$ cat config.mk
export PLATFORM = sky130hd
export DESIGN_NAME = custom7_sequencer
export DESIGN_NICKNAME = d
export VERILOG_FILES = /design/src/rtl/custom7_sequencer.sv
export SDC_FILE = /design/constraint.sdc
export NUM_CORES = 1
export LEC_CHECK = 0
export CAP_MARGIN = 10
export CORE_MARGIN = 4
export CORE_UTILIZATION = 35
export CTS_CLUSTER_DIAMETER = 120
export DETAILED_ROUTE_END_ITERATION = 12
export GPL_TIMING_DRIVEN = 0
export PLACE_DENSITY = 0.64
export SETUP_SLACK_MARGIN = 0.02
export SYNTH_ARGS = -nofsm -noshare
export SYNTH_HDL_FRONTEND = slang
export SYNTH_SLANG_ARGS = --single-unit
$ cat constraint.sdc
create_clock -name clk -period 4.1 [get_ports clk]
set_input_delay 0.615 -clock clk [delete_from_list [all_inputs] [get_ports clk]]
set_output_delay 0.615 -clock clk [all_outputs]
set_load 0.005 [all_outputs]
$ cat src/rtl/custom7_sequencer.sv
// 3-bit code sequencer for a custom 7-segment decoder: manual stepping from a
// debounced button, or automatic stepping from a prescaler, with load and hold.
module custom7_sequencer #(
    parameter int unsigned DEBOUNCE_CYCLES = 4,
    parameter int unsigned TICK_DIV        = 5
) (
    input  logic       clk,
    input  logic       rst,
    input  logic       btn_step,
    input  logic       dir,
    input  logic       mode_sel,
    input  logic       hold,
    input  logic       load,
    input  logic [2:0] load_val,
    output logic       c0,
    output logic       c1,
    output logic       c2,
    output logic       stepped,
    output logic [1:0] mode_state
);

    localparam int unsigned CNT_W = (DEBOUNCE_CYCLES < 2) ? 1 : $clog2(DEBOUNCE_CYCLES);
    localparam int unsigned PRE_W = $clog2(TICK_DIV);
    localparam logic [CNT_W-1:0] DB_LAST  = CNT_W'(DEBOUNCE_CYCLES - 1);
    localparam logic [PRE_W-1:0] PRE_LAST = PRE_W'(TICK_DIV - 1);

    typedef enum logic [1:0] {
        MANUAL = 2'b00,
        AUTO   = 2'b01,
        HOLD   = 2'b10
    } mode_t;

    mode_t            state;
    mode_t            state_nx;

    logic             sync1;
    logic             sync2;
    logic             deb;
    logic             deb_nx;
    logic [CNT_W-1:0] db_cnt;
    logic [CNT_W-1:0] db_cnt_nx;
    logic             btn_evt;

    logic [PRE_W-1:0] presc;
    logic [PRE_W-1:0] presc_nx;
    logic             tick;
    logic             advance;
    logic [2:0]       code;
    logic [2:0]       code_nx;
    logic             stepped_nx;

    // Commit on the DEBOUNCE_CYCLES-th consecutive disagreeing cycle, so the
    // step event lands on the same edge the debounced level rises.
    always_comb begin
        deb_nx    = deb;
        db_cnt_nx = '0;
        btn_evt   = 1'b0;
        if (sync2 != deb) begin
            if (db_cnt == DB_LAST) begin
                deb_nx  = sync2;
                btn_evt = sync2;
            end else begin
                db_cnt_nx = db_cnt + 1'b1;
            end
        end
    end

    always_comb begin
        state_nx = MANUAL;
        if (mode_sel) begin
            state_nx = hold ? HOLD : AUTO;
        end
    end

    always_comb begin
        tick       = (state == AUTO) && (presc == PRE_LAST);
        presc_nx   = '0;
        advance    = 1'b0;
        code_nx    = code;
        stepped_nx = 1'b0;

        unique case (state)
            AUTO:    presc_nx = tick ? '0 : presc + 1'b1;
            HOLD:    presc_nx = presc;
            default: presc_nx = '0;
        endcase

        // A tick only exists in AUTO and button events only count in MANUAL,
        // so at most one advance per cycle.
        advance = tick || (btn_evt && (state == MANUAL));
        if (advance) begin
            code_nx    = dir ? code + 3'd1 : code - 3'd1;
            stepped_nx = 1'b1;
        end

        if (load) begin
            code_nx    = load_val;
            presc_nx   = '0;
            stepped_nx = 1'b0;
        end
    end

    always_ff @(posedge clk) begin
        if (rst) begin
            sync1   <= 1'b0;
            sync2   <= 1'b0;
            deb     <= 1'b0;
            db_cnt  <= '0;
            state   <= MANUAL;
            presc   <= '0;
            code    <= '0;
            stepped <= 1'b0;
        end else begin
            sync1   <= btn_step;
            sync2   <= sync1;
            deb     <= deb_nx;
            db_cnt  <= db_cnt_nx;
            state   <= state_nx;
            presc   <= presc_nx;
            code    <= code_nx;
            stepped <= stepped_nx;
        end
    end

    assign c0         = code[0];
    assign c1         = code[1];
    assign c2         = code[2];
    assign mode_state = state;

endmodule

==> metrics.csv, run 1 <==
metric;value;unit
total CTS buffers;3;
max-cap check violation count;0;
Slew Viols, Final;0;
RSZ-0062 raised after global routing;false;
# hold bufs at CTS;0;
layout cell share with drive strength beyond 1;13.7;%
Tmin final;2.12;ns
GR Util All Layers;11.4;%
Final Wtd Congestion;0.735;
reg-to-reg startpoint;presc[0];
Crit path buffers/inverters;2;
Post-CTS Setup Bufs;0;
CTS clk-pin slew, worst paths;0.08;ns
clk buf depth;2;
min-delay src;db_cnt[0];
1st-iter DRT viols;5;
Yosys cell types;36;
Lkg Pwr;0.364;nW
WL final;1440;µm
Syn Std Cell Area;738;µm²
I/O pin total;16;
fillers;187;
Rows;16;
synth warn;0;
FMAX;0.472;GHz
area occupied by multi-input gates;409;µm²
setup TNS;0;ns
syn avg cell area;9.59;µm²
Tcrit/Tclk final;51.7;%
crit end category;register;
full die area;2910;µm²
DP HPWL;1100;µm
post-synth top area share;38.0;%
CP Class;input pin to register;
Final Hold Fails;0;
clock power share;34.7;%
hold slack final;0.431;ns
Initial Util;37.2;%
Skew-Pair Late Insertion Delay;0.27;ns
Reg area;280;µm²
slowest CP cell;clkdlybuf4s50_1;
worst setup path startpoint;dir;
peak supply drop;0.176;mV
H-tree levels;1;
CTS tree;done;
first-pass GRT wire length;2370;µm
Core ar.;1980;µm²
crit-path cells;clkdlybuf4s50_1 > inv_1 > fa_1 > xnor2_1 > o221ai_1 > or3_1;
Worst EP required;4.26;ns
GRT Residual Overflow;0;
WL/cell;11.8;µm
Port Buf Inserts;14;
synth top area cells;dfxtp_1 (38%), ha_1 (5.1%), nor4bb_4 (3.4%);
Final Setup Violations;0;
routed vias;626;
vias in the first global route;579;
initial antenna violation count;0;
Layout area overhead;28.5;%
Logic pwr share;13.4;%
post-DR vias/cell;5.13;
DRT antenna net count;0;
Mapped Cells;77;
fin nets;110;
status;finished clean;
CTS resizes;0;
Root Driver;clkbuf_4;
CP Max Fanout;2;
Worst Path Arrival;2.28;ns
DIE HEIGHT;53.9;µm
synthesis-stage register bit count;14;
worst min path class;register to register;
Psw;0.0000614;W
Slew headroom;69.2;%
CP peak stage delay;0.49;ns
Total Power;0.000278;W
Internal Power;0.000217;W
Worst-Margin Slew;0.461;ns
Sw Ratio;22.1;%
largest area contributor in the netlist;dfxtp_1;
register area share after synthesis;38.0;%
Seq pwr share;51.9;%
CTS Sinks;14;
post-synth net total;91;
Cell Pwr Density;293;nW/µm²
largest net degree at the start of global routing;11;
DRC violation count after routing;0;
ant diodes;0;
most frequent cells in the layout;dfxtp_1 (14), clkdlybuf4s50_1 (14), inv_1 (5), nor2_1 (5);
Clock Skews;0.00391;ns
DRT Pass-1 Iters;2;
Top delay family on crit path;buffers and inverters;
Startpoint Class;input pin;
DIE WIDTH;53.9;µm
-- final timing paths --
kind | end | slack (ns) | cells past startpoint
setup / recovery | code[2] | 1.98 | 6
hold / removal | db_cnt[0] | 0.43 | 1
setup reg to reg | code[2] | 2.48 | 6
hold reg to reg | db_cnt[0] | 0.43 | 1
-- sequential cells by signal (all words and copies together), names as in the netlist --
| signal | cells |
|---|---|
| code | 3 |
| presc | 3 |
| db_cnt | 2 |
| mode_state | 2 |
| deb | 1 |
| stepped | 1 |
| sync1 | 1 |
| sync2 | 1 |
-- worst register-to-register path: cells and delay by family (launching register included) --
kind,cells,cell delay (ns)
and+or+nand+nor,2,0.53
DFF,1,0.36
adders and majority gates,1,0.24
buffers and inverters,2,0.19
AOI/OAI and AO/OA,1,0.19
-- stage by stage --
stage	worst slack (ns)	cells	util (%)	cell area [µm²]
6_report	1.98	122	47.9	948
5_1_grt	1.90	122	47.9	948
4_1_cts	1.98	122	47.9	948
3_5_place_dp	1.68	118	46.0	912
3_3_place_gp	1.67	118	46.0	912
2_1_floorplan	2.29	77	-	738
-- cell type report --
cell class,count,area share [%]
Buffer,5,3.17
Clock buffer,4,3.83
Inverter,5,1.98
Multi-Input combinational cell,53,43.1
Sequential cell,14,29.6
Tap cell,27,3.56
Timing Repair Buffer,14,14.8
-- kinds of logic after synthesis --
family | synth area share [%]
xor gates and xnor gates | 2.37
AOI/OAI and AO/OA | 10.2
adders and majority gates | 7.80
and+or+nand+nor | 33.7
buffers and inverters | 6.61
muxes | 1.36
DFF | 38.0
-- layer usage --
layer | vias up | part of all wire (%) | track usage, %
met5 | - | 0 | 0
met3 | 2 | 6.9 | 2.22
li1 | 314 | - | -
met2 | 14 | 46 | 18.5
met1 | 296 | 46 | 13.8
met4 | 0 | 0.62 | 6.38
-- synth_stat cells, drive strengths merged --
library cell,n
dfxtp,14
and3b,1
nor4bb,1
or4,2
nand3,2
clkbuf,1
buf,4
and3,2
fa,1
nor2,5
a221oi,1
a32oi,1
nor4,3
inv,5
nor4b,1
o211a,1
o221ai,1
nand3b,2
or3,2
mux2i,1
nor3b,1
o21ai,3
a211oi,2
xnor2,2
nand2b,3
nor2b,3
nand2,3
nor3,3
o22a,1
and2b,1
or3b,1
ha,3
-- power by group through the flow --
stage	Sequential (W)	Combinational, W	Clock [W]
3_5_place_dp	0.000148	0.0000374	0
5_1_grt	0.000145	0.0000413	0.000107
6_report	0.000144	0.0000372	0.0000965
4_1_cts	0.000144	0.0000376	0.0000997
2_1_floorplan	0.000147	0.0000191	0
3_3_place_gp	0.000147	0.0000368	0
Power figures use the tool's default switching activity.
==> inputs of run 2 (changes only) <==
- PLACE_DENSITY: 0.64 -> 0.66
- clock period: 4.1 -> 1.85 ns (I/O delays scaled with it)
==> run 2 against run 1 <==
Compared with the run above:
- sequential share of layout area is 0.38 points lower
- global-route usage rose by 0.40 points
- sequential power up 120%
- cell area increased by 1.3%
- hold slack worse by 0.041 ns
- total power up 120%
- clock power increased by 120%
- largest power group unchanged
==> metrics.csv, run 2 (synthesis results as in run 1) <==
metric;value;unit;change
status;finished clean;;unchanged
Core ar.;1980;µm²;unchanged
Clock Skews;0.00348;ns;was 0.00391 ns
DIE WIDTH;53.9;µm;unchanged
Total Power;0.000618;W;was 0.000278 W
H-tree levels;1;;unchanged
CTS clk-pin slew, worst paths;0.08;ns;about the same
fin nets;110;;unchanged
most frequent cells in the layout;dfxtp_1 (14), clkdlybuf4s50_1 (13), inv_1 (5), nor2_1 (5);;was dfxtp_1 (14), clkdlybuf4s50_1 (14), inv_1 (5), nor2_1 (5)
total CTS buffers;3;;unchanged
# hold bufs at CTS;0;;unchanged
WL/cell;11.3;µm;was 11.8 µm
Slew headroom;69.9;%;was 69.2%
Worst-Margin Slew;0.451;ns;was 0.461 ns
FMAX;0.617;GHz;
Regs by FF count;code: 3 flops, presc: 3 flops;;unchanged
fillers;199;;was 187
Worst Path Arrival;1.78;ns;was 2.28 ns
first-pass GRT wire length;2420;µm;was 2370 µm
DRT antenna net count;0;;unchanged
I/O pin total;16;;unchanged
Skew-Pair Late Insertion Delay;0.27;ns;about the same
GRT Residual Overflow;0;;unchanged
Tcrit/Tclk final;87.7;%;
GR Util All Layers;11.8;%;was 11.4%
Slew Viols, Final;0;;unchanged
Final Hold Fails;0;;unchanged
full die area;2910;µm²;unchanged
Port Buf Inserts;14;;unchanged
hold slack final;0.391;ns;was 0.431 ns
DP HPWL;1060;µm;was 1100 µm
DIE HEIGHT;53.9;µm;unchanged
CTS Sinks;14;;unchanged
Rows;16;;unchanged
most common cell after layout, fill and taps aside;dfxtp_1;;
Worst EP required;2.01;ns;was 4.26 ns
worst min path class;input pin to register;;was register to register
ant diodes;0;;unchanged
WL final;1370;µm;was 1440 µm
Final Wtd Congestion;0.759;;was 0.735
Initial Util;37.2;%;unchanged
Lkg Pwr;0.377;nW;was 0.364 nW
Layout area overhead;30.2;%;was 28.5%
Post-CTS Setup Bufs;0;;unchanged
DRT Pass-1 Iters;4;;was 2
Cell Pwr Density;643;nW/µm²;was 293 nW/µm²
peak supply drop;0.378;mV;was 0.176 mV
CTS tree;done;;unchanged
initial antenna violation count;0;;unchanged
largest net degree at the start of global routing;11;;unchanged
1st-iter DRT viols;3;;was 5
crit end category;register;;unchanged
layout cell share with drive strength beyond 1;15.8;%;was 13.7%
CP Max Fanout;7;;was 2
DRC violation count after routing;0;;unchanged
vias in the first global route;602;;was 579
max-cap check violation count;0;;unchanged
Tmin final;1.62;ns;
Final Setup Violations;0;;unchanged
Startpoint Class;register;;was input pin
post-DR vias/cell;5.13;;unchanged
RSZ-0062 raised after global routing;false;;unchanged
routed vias;626;;unchanged
CP Class;register to register;;was input pin to register
Root Driver;clkbuf_4;;unchanged
clk buf depth;2;;unchanged
-- run 2: changes by cell type in the layout (fill, tap and decap cells not counted), sizes merged --
cell,before,now
clkdlybuf4s50,14,13
dlymetal6s2s,0,1
-- run 2: area by class of cell --
cell class,instances,area (µm²),area share (%)
multi-input cells,53,419,43.6
plain buffers,5,30.0,3.12
repair buffers,14,143,14.8
well taps,27,33.8,3.52
clock buffers,4,36.3,3.78
flip-flops and latches,14,280,29.2
inverters,5,18.8,1.95
-- run 2: final timing paths --
check,from,endpoint,slack (ns),cells after the start
max,presc[0],code[2],0.23,6
min reg2reg,db_cnt[0],db_cnt[0],0.43,1
min,rst,db_cnt[0],0.39,3
max reg2reg,presc[0],code[2],0.23,6
-- run 2: per-stage QoR --
step	area, µm²	utilization, %	instances	setup slack, ns	TNS, ns
after floorplan	738	-	77	0.315	0
after global placement	912	46.0	118	-0.235	-0.240
after global routing	961	48.5	122	0.124	0
final	961	48.5	122	0.228	0
after CTS	948	47.9	122	0.0426	0
after detailed placement	912	46.0	118	-0.249	-0.266
-- run 2: critical path, cell delays in order (launching register included) --
cell	delay, ns
dfxtp_1	0.36
inv_1	0.07
ha_1	0.23
and3_4	0.18
buf_6	0.12
o211a_1	0.19
or3_1	0.36
-- run 2: repair_timing --
item	in CTS	in global routing
resized for setup	0	3
endpoints found under the setup margin	0	1
hold endpoints to repair	0	0
-- run 2: report_power, final --
group          leakage, nW  internal, W  total (W)  switching (W)
Sequential           0.114     0.000311   0.000320     0.00000892
Clock               0.0210     0.000119   0.000213      0.0000936
Combinational        0.241    0.0000519  0.0000852      0.0000334
-- run 2: routing by layer --
metal	GRT usage, %	vias up	wire length [µm]
li1	-	316	-
met2	18.8	16	642
met1	13.4	292	623
met3	3.60	2	98
met4	7.66	0	10
met5	0	-	0
